--- config.mk ---
export PLATFORM = sky130hd
export DESIGN_NAME = spi_reg_slave
export DESIGN_NICKNAME = d
export VERILOG_FILES = /design/src/rtl/spi_reg_slave.sv
export SDC_FILE = /design/constraint.sdc
export NUM_CORES = 1
export LEC_CHECK = 0
export ABC_AREA = 1
export CAP_MARGIN = 20
export CORE_UTILIZATION = 50
export CTS_CLUSTER_DIAMETER = 80
export DETAILED_ROUTE_END_ITERATION = 8
export PLACE_DENSITY = 0.85
export REMOVE_ABC_BUFFERS = 1
export SLEW_MARGIN = 20
export SYNTH_ARGS = -nofsm -noshare
export SYNTH_HDL_FRONTEND = slang
export SYNTH_SLANG_ARGS = --single-unit
--- constraint.sdc ---
create_clock -name clk -period 2.6 [get_ports clk]
set_clock_uncertainty 0.15 [all_clocks]
set_input_delay 0.52 -clock clk [delete_from_list [all_inputs] [get_ports clk]]
set_output_delay 0.52 -clock clk [all_outputs]
set_load 0.1 [all_outputs]
--- src/rtl/spi_reg_slave.sv ---
// spi_reg_slave: SPI slave bridging a command/address word protocol onto a
// simple register fabric port. Word 0 of each CS frame is {rw, ..., addr};
// following words are register writes (rw=0) or reads (rw=1).
// All four SPI modes (CPOL/CPHA) and any DATA_W >= ADDR_W+1 are supported.
// Build option: define SPI_REG_AUTOINC_EN to step the address after every
// data word (burst access); otherwise one register is streamed.
`timescale 1ns/1ps
module spi_reg_slave #(
  parameter int DATA_W = 8,
  parameter int ADDR_W = 4,
  parameter int CPOL   = 0,
  parameter int CPHA   = 0
) (
  input  logic              clk,
  input  logic              rst,
  input  logic              sclk,
  input  logic              cs,
  input  logic              mosi,
  output logic              miso,
  output logic              miso_oe,
  output logic              reg_wr_en,
  output logic [ADDR_W-1:0] reg_wr_addr,
  output logic [DATA_W-1:0] reg_wr_data,
  output logic              reg_rd_en,
  output logic [ADDR_W-1:0] reg_rd_addr,
  input  logic [DATA_W-1:0] reg_rd_data,
  output logic              frame_active,
  output logic              frame_done,
  output logic              frame_abort
);

  localparam int CNT_W = (DATA_W > 1) ? $clog2(DATA_W) : 1;

  typedef enum logic [1:0] {IDLE, CMD, WRITE, READ} state_t;

  state_t              state_q, state_d;
  logic [2:0]          sclk_sync_q, sclk_sync_d;
  logic [2:0]          cs_sync_q, cs_sync_d;
  logic [1:0]          mosi_sync_q, mosi_sync_d;
  logic [CNT_W-1:0]    bit_cnt_q, bit_cnt_d;
  logic [DATA_W-1:0]   shift_q, shift_d;
  logic [DATA_W-1:0]   tx_q, tx_d;
  logic [ADDR_W-1:0]   addr_q, addr_d;
  logic                rd_pend_q, rd_pend_d;
  logic                miso_q, miso_d;
  logic                reg_wr_en_q, reg_wr_en_d;
  logic [ADDR_W-1:0]   reg_wr_addr_q, reg_wr_addr_d;
  logic [DATA_W-1:0]   reg_wr_data_q, reg_wr_data_d;
  logic                reg_rd_en_q, reg_rd_en_d;
  logic [ADDR_W-1:0]   reg_rd_addr_q, reg_rd_addr_d;
  logic                frame_active_q, frame_active_d;
  logic                frame_done_q, frame_done_d;
  logic                frame_abort_q, frame_abort_d;

  // Edge and level decode on the synchronised copies.
  logic              sclk_rise, sclk_fall, lead_edge, trail_edge;
  logic              sample_edge, drive_edge, cs_fall, cs_high, last_bit;
  logic [DATA_W-1:0] shift_next;
  logic [ADDR_W-1:0] addr_next;

  assign sclk_rise   = sclk_sync_q[1] & ~sclk_sync_q[2];
  assign sclk_fall   = ~sclk_sync_q[1] & sclk_sync_q[2];
  assign lead_edge   = (CPOL == 0) ? sclk_rise : sclk_fall;
  assign trail_edge  = (CPOL == 0) ? sclk_fall : sclk_rise;
  assign sample_edge = (CPHA == 0) ? lead_edge : trail_edge;
  assign drive_edge  = (CPHA == 0) ? trail_edge : lead_edge;
  assign cs_fall     = ~cs_sync_q[1] & cs_sync_q[2];
  assign cs_high     = cs_sync_q[1];
  assign shift_next  = {shift_q[DATA_W-2:0], mosi_sync_q[1]};
  assign last_bit    = (bit_cnt_q == CNT_W'(DATA_W - 1));

`ifdef SPI_REG_AUTOINC_EN
  assign addr_next = addr_q + ADDR_W'(1);
`else
  assign addr_next = addr_q;
`endif

  // Next-state logic: synchronisers, frame FSM, shift registers and strobes.
  always_comb begin
    // NOTE: every signal gets a default first so no path leaves it unassigned (no latch).
    sclk_sync_d    = {sclk_sync_q[1:0], sclk};
    cs_sync_d      = {cs_sync_q[1:0], cs};
    mosi_sync_d    = {mosi_sync_q[0], mosi};
    state_d        = state_q;
    bit_cnt_d      = bit_cnt_q;
    shift_d        = shift_q;
    tx_d           = tx_q;
    addr_d         = addr_q;
    rd_pend_d      = reg_rd_en_q;
    miso_d         = miso_q;
    reg_wr_en_d    = 1'b0;
    reg_wr_addr_d  = reg_wr_addr_q;
    reg_wr_data_d  = reg_wr_data_q;
    reg_rd_en_d    = 1'b0;
    reg_rd_addr_d  = reg_rd_addr_q;
    frame_active_d = frame_active_q;
    frame_done_d   = 1'b0;
    frame_abort_d  = 1'b0;

    // Fabric data arrives the clk after the read request.
    if (rd_pend_q) tx_d = reg_rd_data;

    case (state_q)
      IDLE: begin
        miso_d = 1'b0;
        if (cs_fall) begin
          state_d        = CMD;
          bit_cnt_d      = '0;
          frame_active_d = 1'b1;
        end
      end
      default: begin
        if (cs_high) begin
          // CS release wins over any edge in the same clk; a partial word is dropped.
          state_d        = IDLE;
          frame_active_d = 1'b0;
          frame_done_d   = 1'b1;
          frame_abort_d  = (bit_cnt_q != '0);
          bit_cnt_d      = '0;
          miso_d         = 1'b0;
        end else begin
          if (sample_edge) begin
            shift_d   = shift_next;
            bit_cnt_d = last_bit ? '0 : bit_cnt_q + CNT_W'(1);
            if (last_bit) begin
              case (state_q)
                CMD: begin
                  addr_d = shift_next[ADDR_W-1:0];
                  if (shift_next[DATA_W-1]) begin
                    reg_rd_en_d   = 1'b1;
                    reg_rd_addr_d = shift_next[ADDR_W-1:0];
                    state_d       = READ;
                  end else begin
                    state_d = WRITE;
                  end
                end
                WRITE: begin
                  reg_wr_en_d   = 1'b1;
                  reg_wr_addr_d = addr_q;
                  reg_wr_data_d = shift_next;
                  addr_d        = addr_next;
                end
                READ: begin
                  reg_rd_en_d   = 1'b1;
                  reg_rd_addr_d = addr_next;
                  addr_d        = addr_next;
                end
                default: ;
              endcase
            end
          end
          if (drive_edge && (state_q == READ)) begin
            miso_d = tx_q[DATA_W-1];
            tx_d   = {tx_q[DATA_W-2:0], 1'b0};
          end
        end
      end
    endcase
  end

  // State register; CS sync resets to "asserted" so a CS held low through
  // reset produces no falling edge and cannot start a frame.
  always_ff @(posedge clk or posedge rst) begin
    if (rst) begin
      sclk_sync_q    <= '0;
      cs_sync_q      <= '0;
      mosi_sync_q    <= '0;
      state_q        <= IDLE;
      bit_cnt_q      <= '0;
      shift_q        <= '0;
      tx_q           <= '0;
      addr_q         <= '0;
      rd_pend_q      <= 1'b0;
      miso_q         <= 1'b0;
      reg_wr_en_q    <= 1'b0;
      reg_wr_addr_q  <= '0;
      reg_wr_data_q  <= '0;
      reg_rd_en_q    <= 1'b0;
      reg_rd_addr_q  <= '0;
      frame_active_q <= 1'b0;
      frame_done_q   <= 1'b0;
      frame_abort_q  <= 1'b0;
    end else begin
      // NOTE: non-blocking so every flop samples the pre-edge values.
      sclk_sync_q    <= sclk_sync_d;
      cs_sync_q      <= cs_sync_d;
      mosi_sync_q    <= mosi_sync_d;
      state_q        <= state_d;
      bit_cnt_q      <= bit_cnt_d;
      shift_q        <= shift_d;
      tx_q           <= tx_d;
      addr_q         <= addr_d;
      rd_pend_q      <= rd_pend_d;
      miso_q         <= miso_d;
      reg_wr_en_q    <= reg_wr_en_d;
      reg_wr_addr_q  <= reg_wr_addr_d;
      reg_wr_data_q  <= reg_wr_data_d;
      reg_rd_en_q    <= reg_rd_en_d;
      reg_rd_addr_q  <= reg_rd_addr_d;
      frame_active_q <= frame_active_d;
      frame_done_q   <= frame_done_d;
      frame_abort_q  <= frame_abort_d;
    end
  end

  assign miso         = miso_q;
  assign miso_oe      = frame_active_q;
  assign reg_wr_en    = reg_wr_en_q;
  assign reg_wr_addr  = reg_wr_addr_q;
  assign reg_wr_data  = reg_wr_data_q;
  assign reg_rd_en    = reg_rd_en_q;
  assign reg_rd_addr  = reg_rd_addr_q;
  assign frame_active = frame_active_q;
  assign frame_done   = frame_done_q;
  assign frame_abort  = frame_abort_q;

endmodule

# Yosys cells after proc, flatten, opt, wreduce, memory -nomap -nowiden
# Index checks and enable logic that the tools add are counted.
# word_totals
ff_bits	55
latchBits	0
ram_bits	0
mem_bits_ro	0
input_bits	13
word_cells	87
n_memories	0
# op_classes
add_sub_neg	1
mul	0
n_div	0
order_cmp	0
n_eq_ne	6
shifts	0
n_mux	39
bitwise	7
reduce_logical	16
# ops
op	count
$mux 8	4
$mux 1	21
$mux 3	5
$reduce_bool 3->1	5
$mux 2	6
$reduce_and 5->1	2
$pmux 4 s2	1
$reduce_and 6->1	1
$eq 2x2->1 const B	2
$mux 4	1
$ne 2x2->1 const B	2
$not 1->1	4
$reduce_and 2->1	2
$reduce_and 4->1	1
$reduce_bool 2->1	2
$add 3x1->3 const B	1
$and 1x1->1	3
$eq 3x3->1 const B	1
$reduce_and 3->1	1
$eq 2x1->1 const B	1
$logic_not 2->1	1
$pmux 1 s2	1
$logic_and 1x1->1	1

# Logic depth before layout (Yosys ltp)
# logic_depth
depth_word	6
depth_mapped	9
depth_no_buf	9

# Least setup slack after synthesis
# OpenSTA, ideal clock, no wires.
# synth_timing
path_kind	reg-to-output
start	register frame_active_q (netlist: frame_active)
end	output port miso_oe
arrival_time_ns	1.340
required_time_ns	1.930
setup_slack_ns	0.590
path_stages_with_launch	2
path_buffers	1
cell_sequence	dfrtp_1 buf_4
# synth_lines
element	line	rtl
from (decl)	51	logic frame_active_q, frame_active_d;
from (signal assigned)	200	frame_active_q <= frame_active_d;
to (decl)	20	output logic miso_oe,
# No word-level cell between the ends.

# Final worst setup path
# layout_timing
start	register bit_cnt_q[1]
end	register reg_wr_addr_q[1] (netlist: reg_wr_addr[1])
# layout_between
elab_chain_len	2
# layout_rtl
element	line	rtl
from (decl)	40	logic [CNT_W-1:0] bit_cnt_q, bit_cnt_d;
from (signal assigned)	189	bit_cnt_q <= bit_cnt_d;
$eq 3x3->1	70	assign last_bit = (bit_cnt_q == CNT_W'(DATA_W - 1));
$reduce_and 5->1 (no line)	--	
to (signal assigned)	196	reg_wr_addr_q <= reg_wr_addr_d;
to (decl)	47	logic [ADDR_W-1:0] reg_wr_addr_q, reg_wr_addr_d;
# No other way between the ends.
# A chain may end at the register's enable or synchronous reset.

==> run summary <==
clk_lat worst skew - 300 ps
Post-CTS Hold Fix Bufs - 0
initial antenna violation count - 0
PwrDens - 807 mW/mm2
fin nets - 301
Clk network pwr share - 20.5%
Yosys cell types - 21
Root Driver - clkbuf_8
post-cts sizing count - 0
routed vias/inst - 4.93
R2R Path End - reg_wr_addr[1]
status - finished, final reports clean
Synthesis Warnings - 0
DR WL met2 - 1900 um
IO Port Bufs - 35
Max Fclk - 503 MHz
worst r2r src - bit_cnt_q[1]
Layout area overhead - 18.3%
CTS sink count - 55
DRC viols - 0
area of the die - 0.00486 mm2
Vias - 1665
Total Neg Setup Slack - 0 ps
kind of critical path - reg -> reg
Tot Pwr - 0.00219 W
Leakage - 1.39 nW
peak supply drop - 0.515 mV
clock slew at reported path FFs - 90 ps
hold path depth - 0
DR top layer - met4
crit-path cells - ha_1 -> ha_1 -> inv_1 -> nor2_1 -> nand4_2 -> o21ai_0
Crit. End Element - flip-flop
mean area per synthesized cell - 9.25 um2
CP peak stage delay - 470 ps
Max-Cap Viols - 0
fin. max-slew vios - 0
die span in y - 69.7 um
Detail Route met3 WL - 182 um
sw frac - 37.7%
Post-Synthesis Cell Area - 0.00229 mm2
max_slew headroom - 62.6%
CP max FO - 25
worst min path class - reg -> reg
largest net degree at the start of global routing - 56
hold_sp - sclk_sync_q[0]
io pins - 36
CTS H-tree lvls - 2
Logic pwr share - 30.6%
CTS tree - yes
Hold Vio Cnt, Final - 0
post-DR wirelength/cell - 11.8 um
cells on worst reg2reg path - 6
total wire length - 3980 um
worst reg-to-reg setup slack - 610 ps
Final Cycle Share - 76.4%
Seq/Total Area, Yosys - 60.0%
total iterations of the first detailed-routing run - 4
initial core utilization - 52.3%
setup ws final - 614 ps
clock buffer depth - 2
Worst Hold End - sclk_sync_q[1]
min Tclk post-route - 1990 ps
met1 wire length - 1840 um
internal power component - 0.00137 W
postcts setup bufs - 0
first-pass GRT wire length - 7190 um
critical path required time - 2660 ps
diode count - 0
most frequent cell on the critical path - ha_1
Core Util, Final - 61.9%
Syn Inst Count - 248
Seq cells post-synth - 55
Total GRT Usage - 18.8%
Num CTS Buffers - 5
sequential power share - 48.9%
DRT antenna net count - 0
Post-Place Worst Slack - 566 ps
vias in the first global route - 1623
startpoint types - flip-flop
ratio of cells with drive above 1 in the final layout - 16.1%
actual slew at the worst max-slew pin - 560 ps
grt total ovfl - 0
iteration-0 DRC count of the detailed router - 110
final RePlAce weighted congestion - 0.820
Die Wd - 69.7 um
row count - 24
hpwl dp - 2830 um
reported net switching power - 0.000826 W
Final Setup Violations - 0
RSZ-0062 raised after global routing - false
critical path's slowest cell - nand4_2
core box area - 0.00438 mm2
CP arrival - 2050 ps
## worst max-delay path: cells and delay by family, from the launching register on
kind / cells / cell delay (ps)
and+or+nand+nor: 2 / 630
DFF: 1 / 380
AOI/OAI and AO/OA: 1 / 360
adders and majority gates: 2 / 320
buffers and inverters: 1 / 50
## per-layer routing
| layer | up-vias | GRT usage, % |
|---|---|---|
| met5 | - | 0 |
| met4 | 0 | 6.00 |
| met3 | 5 | 5.09 |
| met2 | 31 | 31.0 |
| met1 | 776 | 24.4 |
| li1 | 853 | - |
## layout by cell type, fill, tap and decap left out
cell type	instances
o21ai_2	7
dfrtp_1	55
inv_2	1
clkbuf_8	5
nand2_2	2
nand4_2	1
ha_1	3
o31ai_1	1
clkinv_2	1
nor3_2	1
nor4_1	1
inv_1	34
buf_4	23
buf_12	1
nand3_1	14
nor2_2	1
clkdlybuf4s50_1	12
o21a_1	1
nor2_1	5
clkinvlp_4	1
o21ai_0	36
a21oi_1	2
nand2_1	75
nor2_4	2
clkbuf_1	1
## cells in the mapped netlist, drive strengths merged
master,number,area share (%)
o31ai,1,0.33
clkbuf,2,0.33
buf,4,1.5
ha,3,1.6
o21a,1,0.33
nand3,14,3.1
inv,35,5.7
dfrtp,55,60
nor2,8,2.1
nor3,1,0.44
a21oi,2,0.44
nor4,1,0.27
nand2,77,13
nand4,1,0.55
o21ai,43,11
## layout make-up
type | count | area (um2)
timing repair buffer | 36 | 313
fill | 392 | 1670
multi-input combinational | 152 | 744
clock inverter | 2 | 12.5
clock buffer | 6 | 72.6
inverter | 35 | 131
sequential | 55 | 1380
tap | 52 | 65.1
## state kept, by name, summed over array words and instances, names as in the netlist, 2 cells and up
name / flops
reg_wr_data: 8
tx_q: 8
shift_q: 7
addr_next: 4
reg_rd_addr: 4
reg_wr_addr: 4
bit_cnt_q: 3
cs_sync_q: 3
sclk_sync_q: 3
mosi_sync_q: 2
state_q: 2
## worst max path at each step
stage                endpoint         start  cells after the start
3_3_place_gp   reg_wr_data[0]  bit_cnt_q[0]                      6
4_1_cts        reg_wr_addr[1]  bit_cnt_q[1]                      6
3_5_place_dp   reg_wr_addr[0]  bit_cnt_q[1]                      6
2_1_floorplan    frame_active  frame_active                      0
6_report       reg_wr_addr[1]  bit_cnt_q[1]                      6
5_1_grt        reg_wr_data[2]  bit_cnt_q[0]                      6
## kinds of logic after synthesis
| family | synth area share, % |
|---|---|
| flops | 60.0 |
| simple gates | 19.2 |
| buf+inv | 7.58 |
| compound gates | 11.6 |
| fa+ha+maj | 1.64 |
## power groups by stage
stage                     Sequential [W]  Combinational, W  Clock, W
after global placement           0.00108          0.000649         0
after floorplan                  0.00124          0.000357         0
after detailed placement         0.00109          0.000672         0
after global routing             0.00109          0.000754  0.000501
final                            0.00107          0.000671  0.000449
after CTS                        0.00107          0.000676  0.000467
## metrics by stage
stage / cells / hold WS (ps) / instance area (um2)
CTS: 338 / 212 / 2720
global route: 338 / 227 / 2720
detailed placement: 330 / 190 / 2630
finish: 338 / 208 / 2720
floorplan: 242 / 181 / 2250
global placement: 330 / 182 / 2630
Note: power is estimated with default switching activity, not from simulation.
